==> src/rtl/qam_pkg.sv <==
// Shared types and constants for the QAM symbol deframer.
package qam_pkg;

    typedef logic [1:0] sym_t;
    typedef logic [7:0] byte_t;

    typedef enum logic {
        HUNT   = 1'b0,
        LOCKED = 1'b1
    } state_t;

    localparam logic [15:0] SYNC_WORD_DEFAULT = 16'hF30A;

endpackage

==> src/rtl/qam_byte_fifo.sv <==
// Synchronous byte FIFO with a registered head output and a sticky drop flag.
// A push into a full FIFO is still accepted when a pop happens in the same cycle.
module qam_byte_fifo #(
    parameter int DEPTH = 4
) (
    input  logic       clk,
    input  logic       rst_n,
    input  logic       wr_en,
    input  logic [7:0] wr_data,
    input  logic       rd_en,
    output logic [7:0] rd_data,
    output logic       empty,
    output logic       overflow
);

    localparam int PTR_W = (DEPTH > 1) ? $clog2(DEPTH) : 1;
    localparam int CNT_W = $clog2(DEPTH + 1);

    logic [7:0]       mem_q [DEPTH];
    logic [PTR_W-1:0] rd_q, rd_d, wr_q, wr_d;
    logic [CNT_W-1:0] cnt_q, cnt_d;
    logic [7:0]       head_q, head_d;
    logic             ovf_q, ovf_d;
    logic             full, pop, push;

    assign empty    = (cnt_q == '0);
    assign full     = (cnt_q == CNT_W'(DEPTH));
    assign rd_data  = head_q;
    assign overflow = ovf_q;

    always_comb begin
        pop    = rd_en && !empty;
        push   = wr_en && (!full || pop);
        rd_d   = rd_q + PTR_W'(pop);
        wr_d   = wr_q + PTR_W'(push);
        cnt_d  = cnt_q + CNT_W'(push) - CNT_W'(pop);
        ovf_d  = ovf_q || (wr_en && !push);
        head_d = head_q;
        // a lone entry after this cycle is the byte being written now
        if (push && cnt_d == CNT_W'(1)) begin
            head_d = wr_data;
        end else if (cnt_d != '0) begin
            head_d = mem_q[rd_d];
        end
    end

    always_ff @(posedge clk) begin
        if (!rst_n) begin
            rd_q   <= '0;
            wr_q   <= '0;
            cnt_q  <= '0;
            head_q <= '0;
            ovf_q  <= 1'b0;
        end else begin
            rd_q   <= rd_d;
            wr_q   <= wr_d;
            cnt_q  <= cnt_d;
            head_q <= head_d;
            ovf_q  <= ovf_d;
        end
    end

    always_ff @(posedge clk) begin
        if (push) begin
            mem_q[wr_q] <= wr_data;
        end
    end

endmodule

==> src/rtl/qam_symbol_deframer.sv <==
// Majority-vote symbol slicer, sync hunter and MSB-first byte packer feeding a small FIFO.
// Optional macro DEFRAMER_INV_SYNC_EN: also lock on ~SYNC_WORD and invert that frame's payload.
//
//   state  | meaning
//   HUNT   | shifting symbols in, comparing against the sync word
//   LOCKED | packing 4 symbols per byte until FRAME_BYTES bytes are pushed
module qam_symbol_deframer
    import qam_pkg::*;
#(
    parameter int          SAMPLES_PER_SYM = 16,
    parameter logic [15:0] SYNC_WORD       = SYNC_WORD_DEFAULT,
    parameter int          FRAME_BYTES     = 32,
    parameter int          FIFO_DEPTH      = 4
) (
    input  logic       clk,
    input  logic       rst_n,
    input  logic [1:0] data_demod,
    input  logic       out_ready,
    output logic [7:0] out_byte,
    output logic       out_valid,
    output logic       locked,
    output logic       overflow
);

    localparam int SAMP_W = $clog2(SAMPLES_PER_SYM);
    localparam int VOTE_W = $clog2(SAMPLES_PER_SYM + 1);
    localparam int FCNT_W = $clog2(FRAME_BYTES + 1);
    localparam logic [VOTE_W-1:0] HALF = VOTE_W'(SAMPLES_PER_SYM / 2);

    logic [SAMP_W-1:0] samp_q, samp_d;
    logic [VOTE_W-1:0] vote_i_q, vote_i_d, vote_q_q, vote_q_d;
    logic [VOTE_W-1:0] vote_i_sum, vote_q_sum;
    logic              sym_stb_q, sym_stb_d;
    sym_t              sym_q, sym_d;

    state_t            state_q, state_d;
    logic [15:0]       shift_q, shift_d, shift_nxt;
    logic [1:0]        nsym_q, nsym_d;
    logic [5:0]        acc_q, acc_d;
    logic [FCNT_W-1:0] fcnt_q, fcnt_d;
    sym_t              pay_sym;
    logic              push;
    byte_t             push_byte;
    logic              fifo_empty;
`ifdef DEFRAMER_INV_SYNC_EN
    logic              inv_q, inv_d;
`endif

    always_comb begin
        vote_i_sum = vote_i_q + VOTE_W'(data_demod[1]);
        vote_q_sum = vote_q_q + VOTE_W'(data_demod[0]);
        samp_d     = samp_q + SAMP_W'(1);
        vote_i_d   = vote_i_sum;
        vote_q_d   = vote_q_sum;
        sym_stb_d  = 1'b0;
        sym_d      = sym_q;
        if (samp_q == SAMP_W'(SAMPLES_PER_SYM - 1)) begin
            samp_d    = '0;
            vote_i_d  = '0;
            vote_q_d  = '0;
            sym_stb_d = 1'b1;
            sym_d     = {vote_i_sum > HALF, vote_q_sum > HALF};
        end
    end

    always_comb begin
        state_d   = state_q;
        shift_d   = shift_q;
        nsym_d    = nsym_q;
        acc_d     = acc_q;
        fcnt_d    = fcnt_q;
        push      = 1'b0;
        push_byte = '0;
        shift_nxt = {shift_q[13:0], sym_q};
`ifdef DEFRAMER_INV_SYNC_EN
        inv_d     = inv_q;
        pay_sym   = sym_q ^ {2{inv_q}};
`else
        pay_sym   = sym_q;
`endif
        case (state_q)
            HUNT: begin
                if (sym_stb_q) begin
                    shift_d = shift_nxt;
                    if (shift_nxt == SYNC_WORD) begin
                        state_d = LOCKED;
                        nsym_d  = '0;
                        fcnt_d  = '0;
                        acc_d   = '0;
                    end
`ifdef DEFRAMER_INV_SYNC_EN
                    else if (shift_nxt == ~SYNC_WORD) begin
                        state_d = LOCKED;
                        nsym_d  = '0;
                        fcnt_d  = '0;
                        acc_d   = '0;
                        inv_d   = 1'b1;
                    end
`endif
                end
            end
            LOCKED: begin
                if (sym_stb_q) begin
                    if (nsym_q == 2'd3) begin
                        push      = 1'b1;
                        push_byte = {acc_q, pay_sym};
                        nsym_d    = '0;
                        fcnt_d    = fcnt_q + FCNT_W'(1);
                        // dropped bytes still count towards the frame length
                        if (fcnt_q == FCNT_W'(FRAME_BYTES - 1)) begin
                            state_d = HUNT;
                            shift_d = '0;
`ifdef DEFRAMER_INV_SYNC_EN
                            inv_d   = 1'b0;
`endif
                        end
                    end else begin
                        acc_d  = {acc_q[3:0], pay_sym};
                        nsym_d = nsym_q + 2'd1;
                    end
                end
            end
            default: state_d = HUNT;
        endcase
    end

    always_ff @(posedge clk) begin
        if (!rst_n) begin
            samp_q    <= '0;
            vote_i_q  <= '0;
            vote_q_q  <= '0;
            sym_stb_q <= 1'b0;
            sym_q     <= '0;
            state_q   <= HUNT;
            shift_q   <= '0;
            nsym_q    <= '0;
            acc_q     <= '0;
            fcnt_q    <= '0;
`ifdef DEFRAMER_INV_SYNC_EN
            inv_q     <= 1'b0;
`endif
        end else begin
            samp_q    <= samp_d;
            vote_i_q  <= vote_i_d;
            vote_q_q  <= vote_q_d;
            sym_stb_q <= sym_stb_d;
            sym_q     <= sym_d;
            state_q   <= state_d;
            shift_q   <= shift_d;
            nsym_q    <= nsym_d;
            acc_q     <= acc_d;
            fcnt_q    <= fcnt_d;
`ifdef DEFRAMER_INV_SYNC_EN
            inv_q     <= inv_d;
`endif
        end
    end

    qam_byte_fifo #(
        .DEPTH (FIFO_DEPTH)
    ) u_fifo (
        .clk      (clk),
        .rst_n    (rst_n),
        .wr_en    (push),
        .wr_data  (push_byte),
        .rd_en    (out_ready),
        .rd_data  (out_byte),
        .empty    (fifo_empty),
        .overflow (overflow)
    );

    assign out_valid = !fifo_empty;
    assign locked    = (state_q == LOCKED);

endmodule

==> config.mk <==
export PLATFORM = sky130hd
export DESIGN_NAME = qam_symbol_deframer
export DESIGN_NICKNAME = d
export VERILOG_FILES = /design/src/rtl/qam_pkg.sv /design/src/rtl/qam_byte_fifo.sv /design/src/rtl/qam_symbol_deframer.sv
export SDC_FILE = /design/constraint.sdc
export NUM_CORES = 1
export LEC_CHECK = 0
export CORE_UTILIZATION = 30
export DETAILED_ROUTE_END_ITERATION = 7
export SETUP_SLACK_MARGIN = 0.4
export SLEW_MARGIN = 5
export SYNTH_ARGS = -nofsm -noshare
export SYNTH_HDL_FRONTEND = slang
export SYNTH_SLANG_ARGS = --single-unit
export TNS_END_PERCENT = 10
==> constraint.sdc <==
create_clock -name clk -period 3.5 [get_ports clk]
set_input_delay 0.7 -clock clk [delete_from_list [all_inputs] [get_ports clk]]
set_output_delay 0.7 -clock clk [all_outputs]
set_load 0.02 [all_outputs]
# After elaboration in Yosys (flattened, before gate mapping)
# Memory sizes are Yosys's and may differ from the RTL's.
# Cells that the tools add are included.
[word_totals]
register_bits = 62
latch_bits = 0
ram_bits = 32
romBits = 0
in_bits = 5
output_inout_bits = 11
wordCells = 93
n_memories = 1
[op_classes]
add_sub_neg = 9
multipliers = 0
n_div = 0
order_cmp = 2
n_eq_ne = 12
shifts = 0
n_mux = 35
bitwise_logic = 2
n_reduce_logical = 17
[mem_list]
columns = ["name", "depth", "width", "rd", "rd_clocked_by_memory_dff", "wr", "line_no", "text"]
rows = [
  ["u_fifo.mem_q", 4, 8, 1, 0, 1, "qam_byte_fifo.sv:19", "logic [7:0] mem_q [DEPTH];"],
]
[ops]
columns = ["op", "count"]
rows = [
  ["two-way mux 14 bit", 4],
  ["two-way mux 8 bit", 5],
  ["two-way mux 6 bit", 6],
  ["case mux 14 bit (2 select lines)", 1],
  ["case mux 6 bit (2 select lines)", 2],
  ["equality test 16 bit, second input constant", 1],
  ["AND reduction 4 bit", 3],
  ["two-way mux 1 bit", 11],
  ["adder 5 x 1 -> 5 bit", 2],
  ["> comparator 5 x 4 -> 1 bit, second input constant", 2],
  ["two-way mux 2 bit", 4],
  ["!= test 2 bit, second input constant", 4],
  ["adder 6 x 1 -> 6 bit, second input constant", 1],
  ["equality test 6 x 5 -> 1 bit, second input constant", 1],
  ["adder 2 x 1 -> 2 bit", 2],
  ["adder 4 x 1 -> 4 bit, second input constant", 1],
  ["equality test 4 bit, second input constant", 1],
  ["logical AND 1 bit", 4],
  ["!= test 2 x 1 -> 1 bit, second input constant", 2],
  ["case mux 2 bit (2 select lines)", 1],
  ["adder 3 x 1 -> 3 bit", 1],
  ["equality test 3 x 1 -> 1 bit, second input constant", 1],
  ["equality test 3 bit, second input constant", 1],
  ["zero test 1 bit", 3],
  ["11 further kinds", 13],
]

# Longest topological paths before layout
# Gate-level depths: netlist of run 1.
[depth]
word_depth = 10
mapped_depth = 12
depth_no_buf = 10

# Modules after synthesis
# Synthesis of run 1 repeated with hierarchy kept, for this count alone.
[unflattened]
cells_unflattened = 360
hier_area_um2 = 4152.7
[modules_own_cells]
columns = ["module", "n_inst", "cells_per_inst", "area_each_um2", "seq_area_each_um2"]
rows = [
  ["qam_symbol_deframer", 1, 240, 2192.1, 920.9],
  ["qam_byte_fifo", 1, 120, 1960.6, 1281.2],
]

# Worst setup path before layout of run 1
# No wires, ideal clock.
[synth_path]
path_kind = "input port to flip-flop"
start = "input out_ready"
end = "register u_fifo.head_q[0] (netlist: u_fifo.rd_data[0])"
setup_time_ps = 123
t_arrival_ps = 3049
t_required_ps = 3377
setup_slack_ps = 328
cell_stages = 9
n_path_buf = 2
cell_sequence = "nor4b_1 -> nor2_1 -> clkbuf_1 -> ha_1 -> fa_1 -> or4_1 -> buf_2 -> o21ai_1 -> a31oi_1"
[synth_via]
elab_chain_len = 8
elab_cells_between_ends = 13
classes_between = "add/sub: 3; eq/ne: 1; mux: 2; reduce/logical: 6; memory: 1"
[synth_rtl]
columns = ["element", "line_no", "text"]
rows = [
  ["start: declaration", "qam_symbol_deframer.sv:18", "input logic out_ready,"],
  ["logical AND 1 bit (*)", "qam_byte_fifo.sv:32", "pop = rd_en && !empty;"],
  ["logical OR 1 bit", "qam_byte_fifo.sv:33", "push = wr_en && (!full || pop);"],
  ["logical AND 1 bit", "qam_byte_fifo.sv:33", ""],
  ["adder 3 x 1 -> 3 bit", "qam_byte_fifo.sv:36", "cnt_d = cnt_q + CNT_W'(push) - CNT_W'(pop);"],
  ["subtractor 3 x 1 -> 3 bit (*)", "qam_byte_fifo.sv:36", ""],
  ["named net u_fifo.cnt_d[1]", "qam_byte_fifo.sv:21", "logic [CNT_W-1:0] cnt_q, cnt_d;"],
  ["equality test 3 x 1 -> 1 bit", "qam_byte_fifo.sv:40", "if (push && cnt_d == CNT_W'(1)) begin"],
  ["logical AND 1 bit", "qam_byte_fifo.sv:40", ""],
  ["two-way mux 8 bit or nonzero test 2 bit (tied branches)", "n/a", ""],
  ["end signal: assignment", "qam_byte_fifo.sv:52", "head_q <= '0;"],
  ["end signal: assignment", "qam_byte_fifo.sv:58", "head_q <= head_d;"],
  ["end: declaration", "qam_byte_fifo.sv:22", "logic [7:0] head_q, head_d;"],
]
# Mark *: on every way through the listed nets, which the timed path passes. The rest lies on a longest branch. The select of a mux whose other input is x is not followed.
# A chain may end at the register's enable or synchronous reset.

# Final worst setup path of run 1
[layout_path]
start = "register u_fifo.cnt_q[0]"
end = "register u_fifo.head_q[5] (netlist: u_fifo.rd_data[5])"
[layout_via]
elab_chain_len = 10
elab_cells_between_ends = 17
classes_between = "add/sub: 3; eq/ne: 2; mux: 2; reduce/logical: 9; memory: 1"
[layout_rtl]
columns = ["element", "line_no", "text"]
rows = [
  ["start: declaration", "qam_byte_fifo.sv:21", ""],
  ["start signal: assignment", "qam_byte_fifo.sv:57", "cnt_q <= cnt_d;"],
  ["zero test 3 bit", "qam_byte_fifo.sv:26", "assign empty = (cnt_q == '0);"],
  ["zero test 1 bit", "qam_byte_fifo.sv:32", ""],
  ["logical AND 1 bit", "qam_byte_fifo.sv:32", ""],
  ["logical OR 1 bit", "qam_byte_fifo.sv:33", ""],
  ["logical AND 1 bit", "qam_byte_fifo.sv:33", ""],
  ["adder 3 x 1 -> 3 bit", "qam_byte_fifo.sv:36", ""],
  ["subtractor 3 x 1 -> 3 bit", "qam_byte_fifo.sv:36", ""],
  ["equality test 3 x 1 -> 1 bit", "qam_byte_fifo.sv:40", ""],
  ["logical AND 1 bit", "qam_byte_fifo.sv:40", ""],
  ["two-way mux 8 bit or nonzero test 2 bit (tied branches)", "n/a", ""],
]
# Parallel ways exist; a longest one is shown, timed or not. The select of a mux whose other input is x is not followed.

==> results.cfg, run 1 <==
[outcome]
status = finished clean

[place]
finalWeightedCongestion = 0.7689
post-place-cells = 529
dp_hpwl_um = 5490
pre_cts_slack_ns = 0.09071
io_buffers = 15

[cells_and_area]
layout-drive-gt1-share_pct = 12.60
final-instance-count-excl-fill = 545
diodes = 0
fillCellCount = 1263
area_growth_pct = 17.29
multi_input_area_mm2 = 0.001614
ff_latch_area_mm2 = 0.002202
nets = 385

[synth]
ys_types = 47
yosysWarnings = 0
yosysTopAreaCell = dfxtp_1
async_reset_ff_share_pct = 0
synth.area.top_cells = dfxtp_1 (32%), edfxtp_1 (25%), mux4_2 (4.6%)
synth_most_common_cell = dfxtp_1
synth_top_area_share_pct = 31.76
ys_seq_area_share_pct = 56.36
ys_ff_latch = 94
ys_dominant_reg_cell = dfxtp_1
synth.avg_cell_area_um2 = 11.16
netlist_area_mm2 = 0.003907
synth_fp_nets = 367
synthCells = 350
synth_common_cells = dfxtp_1 (62), nor2_1 (35), edfxtp_1 (32), nand2_1 (17), and2_1 (15)
synth_edf_count = 32

[floorplanning]
dieArea_mm2 = 0.01349
initial_core_util_pct = 30.84
rows = 41
num_io_pins = 16
core-area_mm2 = 0.01267
die_w_um = 116.1
die-height_um = 116.1

[min_path]
hold_path.class = reg2reg

[timing]
fmax_mhz = 334.0
worst_pin_slew_ns = 1.078
setup_tns_ns = 0
fin_crit_ns = 2.994
fin_ws_ns = 0.5058
finalCritPeriodShare_pct = 85.55
rsz0062_at_grt = yes
skew_ns = 0.01093
relSlewSlack_pct = 28.13
finalHoldViolCount = 0
finalSetupViolations = 0
slew_violations = 0

[power_and_ir_drop]
finalPower_w = 0.002141
vdd_drop_max_uv = 217.6
leakage_nw = 1.637
p_per_area_mw_per_mm2 = 467.1

[detailed_routing]
drt_iter0_markers = 227
dr_total_vias = 2755
drt-total-wl_um = 7985
firstDrtPassIters = 5
wl_per_cell_um = 14.65
via_per_inst = 5.055
ant_nets = 0
drcViolationCount = 0

[clock_tree]
clk_latency_ns = 0.34
cts_tree = yes
clock-sinks = 94
root_buffer = clkbuf_16
numCtsBuffers = 9
cts_max_level = 3
cts_setup_buffers = 0
cts_hold_buffers = 0
cts_buffer_depth = 2
clkTransAtPathRegs_ns = 0.07

[global_routing]
grt-ovfl-total = 0
grt_usage_pct = 13.12
grt_pass1_wl_um = 13550
grt_antenna_before_repair = 0
grt_start_max_net_pins = 21
grt_pass1_vias = 2760

[worst_setup_path]
path_max_fanout = 8
path_class = reg2reg
ff2ff_setup_slack_ns = 0.51
worst_setup_path_end_kind = flop
crit_required_ns = 3.71
critical_path_arrival_ns = 3.21
critPathLaunchType = flop

[job]
drv_cap = 0
[layout by cell type, fill, tap and decap left out, drive strengths merged, types with 11 or more instances in the layout]
| cell | count |
|---|---|
| a22oi | 14 |
| dfxtp | 62 |
| o21ai | 22 |
| nand4 | 11 |
| clkdlybuf4s50 | 15 |
| ha | 11 |
| edfxtp | 32 |
| a31oi | 11 |
| nor2 | 35 |
| nand2 | 17 |
| o211ai | 11 |
| and2 | 16 |
| a21oi | 14 |
[area by class of cell]
type / count / area share [%]
flip-flops and latches: 94 / 48.05
multi-input cells: 230 / 35.22
clock buffers: 9 / 4.914
repair buffers: 25 / 4.914
well taps: 172 / 4.696
clock inverters: 7 / 1.556
inverters: 8 / 0.6552
[logic make-up (layout without fill, tap and decap cells)]
group           count (synthesis)  count (layout)  synth area share, %
xor+xnor                       11              11                2.818
flops                          94              94                56.36
mux                             8               8                4.611
compound gates                 81              81                13.16
fa+ha+maj                      12              12                4.035
buf+inv                        26              49                2.978
simple gates                  118             118                16.04
[critical path, cell delays in order (launching register included)]
cell,delay (ns)
dfxtp_1,0.32
or3_2,0.48
and2_1,0.19
ha_1,0.27
inv_1,0.04
ha_1,0.18
fa_1,0.36
xnor3_1,0.24
or4_4,0.51
o21ai_1,0.17
a31oi_1,0.10
[metal layers]
layer | wire length [um] | share of wire [%] | global-route usage (%) | vias up
li1 | - | - | - | 1338
met2 | 3892 | 49 | 22.50 | 42
met5 | 0 | 0 | 0 | -
met3 | 239 | 3.0 | 1.920 | 10
met4 | 126 | 1.6 | 7.009 | 0
met1 | 3727 | 47 | 15.95 | 1365
[metrics by stage]
stage	area [um^2]	hold slack, ns	utilization [%]
floorplan	3914	0.4175	-
global placement	4268	0.4344	33.68
detailed placement	4268	0.4392	33.68
CTS	4568	0.4509	36.05
global route	4583	0.4757	36.17
finish	4583	0.4521	36.17
[repair_timing]
item,4_1_cts,5_1_grt
endpoints found under the setup margin,5,8
gates resized for setup,1,4
pin swaps,0,1
[sequential cells by signal, summed over array words and instances, names as in the netlist]
signal,count
acc_q,6
fcnt_q,6
locked,1
nsym_q,2
pay_sym,2
samp_q,4
shift_q,14
sym_stb_q,1
u_fifo.cnt_q,3
u_fifo.mem_q,32
u_fifo.overflow,1
u_fifo.rd_data,8
u_fifo.rd_q,2
u_fifo.wr_q,2
vote_i_q,5
vote_q_q,5
[worst paths after layout]
kind                                           to       startpoint  cells after the start
worst min-delay path                    samp_q[0]        samp_q[0]                      1
worst max-delay path            u_fifo.rd_data[5]  u_fifo.cnt_q[0]                     10
worst max register to register  u_fifo.rd_data[5]  u_fifo.cnt_q[0]                     10
worst min register to register          samp_q[0]        samp_q[0]                      1
[where the power goes]
group	leakage [nW]	total [W]	switching (W)	internal, W
Clock	0.146	0.000964	0.000410	0.000555
Sequential	0.835	0.00113	0.00000574	0.00113
Combinational	0.655	0.0000428	0.0000233	0.0000195
Total	1.64	0.00214	0.000439	0.00170
Power figures use the tool's default switching activity.
==> run 2: changes to the inputs <==
--- a/config.mk
+++ b/config.mk
@@ -11,5 +11,6 @@
 export SLEW_MARGIN = 5
 export SYNTH_ARGS = -nofsm -noshare
 export SYNTH_HDL_FRONTEND = slang
+export SYNTH_HIERARCHICAL = 1
 export SYNTH_SLANG_ARGS = --single-unit
 export TNS_END_PERCENT = 10
==> run 2 against run 1 <==
Compared with the run above:
- hold slack gained 0.0038 ns
- clock skew down 0.0048 ns
- sequential share of layout area fell by 2.4 points
- combinational power grew to 14 times the previous value
- non-clock buffer count shrank 1
==> results.cfg, run 2 <==
[worst_setup_path]
path_class = in2reg
cp_slowest_cell = or4b_4
worst_setup_path_end_kind = flop
critPathLaunchType = input pin
critPathMaxStageDelay_ns = 0.50
cpLargestDelayFamily = simple AND/OR/NAND/NOR gates
path_buf_inv = 2
crit_required_ns = 3.72
critical_path_arrival_ns = 3.18
path_max_fanout = 8
cp_cell_sequence = dlygate4sd2_1, or4b_4, nand2_2, inv_1, ha_2, fa_2, xor3_2, nand4_4, mux2i_1, a21oi_1

[synth]
synth.area.mux_share_pct = 6.900
synth_most_common_cell = dfxtp_1
synth_top_area_share_pct = 29.89
ys_types = 52
synth_fp_nets = 377
ys_seq_area_share_pct = 53.03
synth_common_cells = dfxtp_1 (62), and2_1 (38), edfxtp_1 (32), o21ai_0 (20)
ys_dominant_reg_cell = dfxtp_1
synth_adder_area_share_pct = 3.796
synth_edf_count = 32
synth_xor_xnor_area_share_pct = 3.164
yosys.area_share.simple_pct = 16.06
synth_compound_area_share_pct = 14.52
yosysTopAreaCell = dfxtp_1
ys_ff_latch = 94
synth_top_family_by_area = simple AND/OR/NAND/NOR gates
async_reset_ff_share_pct = 0
netlist_area_mm2 = 0.004153
synthCells = 360
yosysWarnings = 6
synth.avg_cell_area_um2 = 11.54
synth.area.top_cells = dfxtp_1 (30%), edfxtp_1 (23%), and2_1 (5.7%)

[floorplanning]
die-height_um = 119.7
rows = 42
dieArea_mm2 = 0.01432
core-area_mm2 = 0.01335
num_io_pins = 16
die_w_um = 119.7
initial_core_util_pct = 31.11

[place]
pre_cts_slack_ns = -0.01532
finalWeightedCongestion = 0.7340
io_buffers = 15
dp_hpwl_um = 5013
place_area_mm2 = 0.004512

[clock_tree]
clk_latency_ns = 0.34
cts_tree = yes
cts_buffer_depth = 2
numCtsBuffers = 9
clkTransAtPathRegs_ns = 0.06
clock-sinks = 94
cts_max_level = 3
root_buffer = clkbuf_16

[detailed_routing]
drt-total-wl_um = 7357
via_per_inst = 4.777
wl_per_cell_um = 13.11
ant_nets = 0
dr_total_vias = 2680
firstDrtPassIters = 4
drcViolationCount = 0
drt_iter0_markers = 176

[cells_and_area]
layout-drive-gt1-share_pct = 9.610
final_common_cell = dfxtp_1
final_cell_mix = dfxtp_1 (62), and2_1 (38), edfxtp_1 (32)
utilization_pct = 36.15
design_area_mm2 = 0.004825
largest_reg_flops = 32
diodes = 0
area_growth_pct = 16.18
nets = 397
top_register = u_fifo/mem_q

[global_routing]
grt_usage_pct = 11.47
grt_start_max_net_pins = 35
grt_antenna_before_repair = 0
grt_pass1_vias = 2705
grt_pass1_wl_um = 12940
grt-ovfl-total = 0

[timing]
fmax_mhz = 337.4
relSlewSlack_pct = 53.67
worst_pin_slew_ns = 0.6928
skew_ns = 0.006181
finalHoldViolCount = 0
rsz0062_at_grt = no
fin_crit_ns = 2.963
finalCritPeriodShare_pct = 84.67
finalSetupViolations = 0
setup_tns_ns = 0
fin_ws_ns = 0.5366
slew_violations = 0

[job]
drv_cap = 0

[power_and_ir_drop]
vdd_drop_max_uv = 258.9
finalPower_w = 0.002759
leakage_nw = 1.924
p_per_area_mw_per_mm2 = 571.8

[min_path]
hold_path.class = reg2reg

[outcome]
status = finished clean
[run 2: cell types whose count changed after synthesis, moves of 8 or more]
cell	delta
a21boi_0	+17
nor2_1	-17
mux2i_1	+8
o211ai_1	-10
and2_1	+23
nand4_1	-9
o21a_1	+14
a22oi_1	-14
o21ai_0	+8
[run 2: cells by family after synthesis]
group | Yosys count
buf+inv | 24
flops | 94
mux | 16
compound gates | 89
fa+ha+maj | 12
xor+xnor | 11
simple gates | 114
[run 2: stage by stage]
step | hold WS (ns) | cells
5_1_grt | 0.4843 | 561
3_5_place_dp | 0.4506 | 544
3_3_place_gp | 0.4308 | 544
6_report | 0.4559 | 561
2_1_floorplan | 0.4176 | 360
4_1_cts | 0.4590 | 561
[run 2: area by class of cell]
cell class | count | area [um^2]
fillers | 1321 | 8523
clock buffers | 11 | 232.7
inverters | 9 | 33.78
repair buffers | 24 | 216.5
well taps | 176 | 220.2
multi-input cells | 242 | 1858
clock inverters | 5 | 61.31
flip-flops and latches | 94 | 2202
[run 2: worst paths after layout]
check | from | end | slack (ns) | cells past startpoint
setup reg to reg | u_fifo/cnt_q[1] | u_fifo/rd_data[0] | 0.76 | 9
hold / removal | samp_q[0] | samp_q[0] | 0.46 | 1
setup / recovery | out_ready | u_fifo/rd_data[0] | 0.54 | 10
hold reg to reg | samp_q[0] | samp_q[0] | 0.46 | 1
[run 2: routing by layer]
| metal | share of wire, % | global-route usage (%) | vias to the layer above |
|---|---|---|---|
| li1 | - | - | 1344 |
| met1 | 47 | 13.84 | 1279 |
| met2 | 47 | 19.00 | 47 |
| met3 | 3.7 | 3.375 | 10 |
| met4 | 1.6 | 4.766 | 0 |
| met5 | 0 | 0 | - |
[run 2: where the power goes]
part           total, W  switching, W  internal (W)  leakage [nW]
Combinational  0.000596      0.000326      0.000270         0.917
Sequential      0.00121     0.0000353       0.00118         0.875
Clock          0.000950      0.000395      0.000555         0.132
[run 2: repair_timing]
action	in CTS	in global routing
endpoints found under the setup margin	8	0
resized for setup	6	0
hold buffers	0	0
setup buffers	1	0
==> run 3: changes to the inputs <==
==> constraint.sdc (replaced) <==
create_clock -name clk -period 2.9 [get_ports clk]
set_input_delay 0.58 -clock clk [delete_from_list [all_inputs] [get_ports clk]]
set_output_delay 0.58 -clock clk [all_outputs]
set_load 0.02 [all_outputs]
==> run 3 against run 2 <==
Compared with the run above:
- clock power rose by 14%
- largest power group unchanged
- design area rose by 3.7%
- wire length rose by 3.8%
- setup slack got worse by 0.11 ns
- largest cell class unchanged
- first-iteration DRC count fell by 34%
- sequential power rose by 23%
- via count rose by 1.9%
==> results.cfg, run 3 (same netlist as run 2, synthesis figures left out) <==
[global_routing]
grt_pass1_wl_um = 13230
grt_usage_pct = 11.73
grt-ovfl-total = 0
grt_antenna_before_repair = 0
grt_start_max_net_pins = 29
grt_pass1_vias = 2737

[clock_tree]
root_buffer = clkbuf_16
clock-sinks = 94
numCtsBuffers = 9
clkTransAtPathRegs_ns = 0.06
cts_tree = yes
clk_latency_ns = 0.33
cts_hold_buffers = 0
cts_max_level = 3
cts_buffer_depth = 2

[cells_and_area]
ff_latch_area_mm2 = 0.002211
final_cell_mix = dfxtp_1 (59), and2_1 (38), edfxtp_1 (32)
area_growth_pct = 20.49
largest_reg_flops = 32
utilization_pct = 37.49
design_area_mm2 = 0.005004
layout-drive-gt1-share_pct = 15.29
nets = 411
final-instance-count-excl-fill = 575
top_register = u_fifo/mem_q
diodes = 0
fillCellCount = 1313
final_common_cell = dfxtp_1
multi_input_area_mm2 = 0.001909

[worst_setup_path]
cpLargestDelayFamily = buffers and inverters
path_max_fanout = 4
critPathLaunchType = flop
crit_top_cell = buf_4
critical_path_arrival_ns = 1.90
critPathMaxStageDelay_ns = 0.58
path_class = reg2out
path_buf_inv = 6
cp_slowest_cell = clkdlybuf4s50_1
cp_cell_sequence = nor3_4, buf_4, buf_4, buf_4, buf_4, inv_1, clkdlybuf4s50_1
crit_required_ns = 2.32
worst_setup_path_end_kind = primary output

[min_path]
hold_path.class = reg2reg

[power_and_ir_drop]
p_seq_share_pct = 41.6
p_clk_share_pct = 30.2
leakage_nw = 2.003
vdd_drop_max_uv = 332.2
switchingPower_w = 0.001006
p_int_w = 0.002570
pwr-share-comb_pct = 28.3
finalPower_w = 0.003576
p_per_area_mw_per_mm2 = 714.7
p_sw_share_pct = 28.14

[place]
finalWeightedCongestion = 0.7864
place_area_mm2 = 0.004622
post-place-cells = 553
io_buffers = 15
dp_hpwl_um = 5234

[timing]
fin_crit_ns = 2.477
finalHoldViolCount = 0
slew_violations = 0
relSlewSlack_pct = 56.95
finalCritPeriodShare_pct = 85.43
skew_ns = 0.003474
rsz0062_at_grt = yes
setup_tns_ns = 0
worst_pin_slew_ns = 0.6437
fmax_mhz = 403.6
finalSetupViolations = 0

[detailed_routing]
wl_per_cell_um = 13.28
ant_nets = 0
drt_iter0_markers = 116
dr_total_vias = 2731
via_per_inst = 4.750
firstDrtPassIters = 4
drt-total-wl_um = 7634
drcViolationCount = 0

[floorplanning]
initial_core_util_pct = 31.11
rows = 42
num_io_pins = 16
core-area_mm2 = 0.01335
dieArea_mm2 = 0.01432
die-height_um = 119.7
die_w_um = 119.7

[outcome]
status = finished clean

[job]
drv_cap = 0
run 3: cell types whose count changed in the layout (fill, tap and decap cells not counted), moves of 3 or more:
cell	delta
buf_12	+3
buf_4	+11
dfxtp_1	-3
inv_1	-3
inv_2	+3
run 3: layer usage:
layer | routed length (um) | GRT usage, % | part of all wire, %
met2 | 3672 | 19.51 | 48
met1 | 3651 | 14.23 | 48
met5 | 0 | 0 | 0
met4 | 97 | 3.906 | 1.3
met3 | 212 | 3.850 | 2.8
run 3: layout make-up:
| class | count | share of cell area (%) |
|---|---|---|
| clock buffers | 10 | 4.576 |
| clock inverters | 6 | 0.9002 |
| inverters | 9 | 0.6752 |
| multi-input cells | 242 | 38.16 |
| flip-flops and latches | 94 | 44.19 |
| well taps | 176 | 4.401 |
| repair buffers | 38 | 7.102 |
run 3: path summary, 6_finish.rpt:
check	from	endpoint	slack [ns]	depth (start not counted)
min reg2reg	samp_q[0]	samp_q[0]	0.47	1
max	u_fifo/cnt_q[2]	out_valid	0.42	7
min	samp_q[0]	samp_q[0]	0.47	1
max reg2reg	u_fifo/cnt_q[1]	u_fifo/rd_data[1]	0.48	9
run 3: per-stage QoR:
step / setup slack (ns) / hold slack [ns]
after detailed placement: -0.3680 / 0.4424
final: 0.4225 / 0.4651
after global placement: -0.2374 / 0.4303
after CTS: 0.2136 / 0.4682
after global routing: 0.3554 / 0.4900
after floorplan: 0.2039 / 0.4176
run 3: what timing repair did:
item,CTS,global route
gates cloned,0,0
setup buffers,5,1
resized for setup,15,8
endpoints found under the setup margin,8,9
hold endpoints to repair,0,0
pin swaps,9,6
run 3: power by group through the flow:
stage | Combinational, W | Clock [W] | Sequential, W
6_report | 0.00101 | 0.00108 | 0.00149
4_1_cts | 0.000976 | 0.00112 | 0.00148
3_3_place_gp | 0.000836 | 0 | 0.00149
2_1_floorplan | 0.000509 | 0 | 0.00151
3_5_place_dp | 0.000859 | 0 | 0.00150
5_1_grt | 0.00111 | 0.00117 | 0.00149
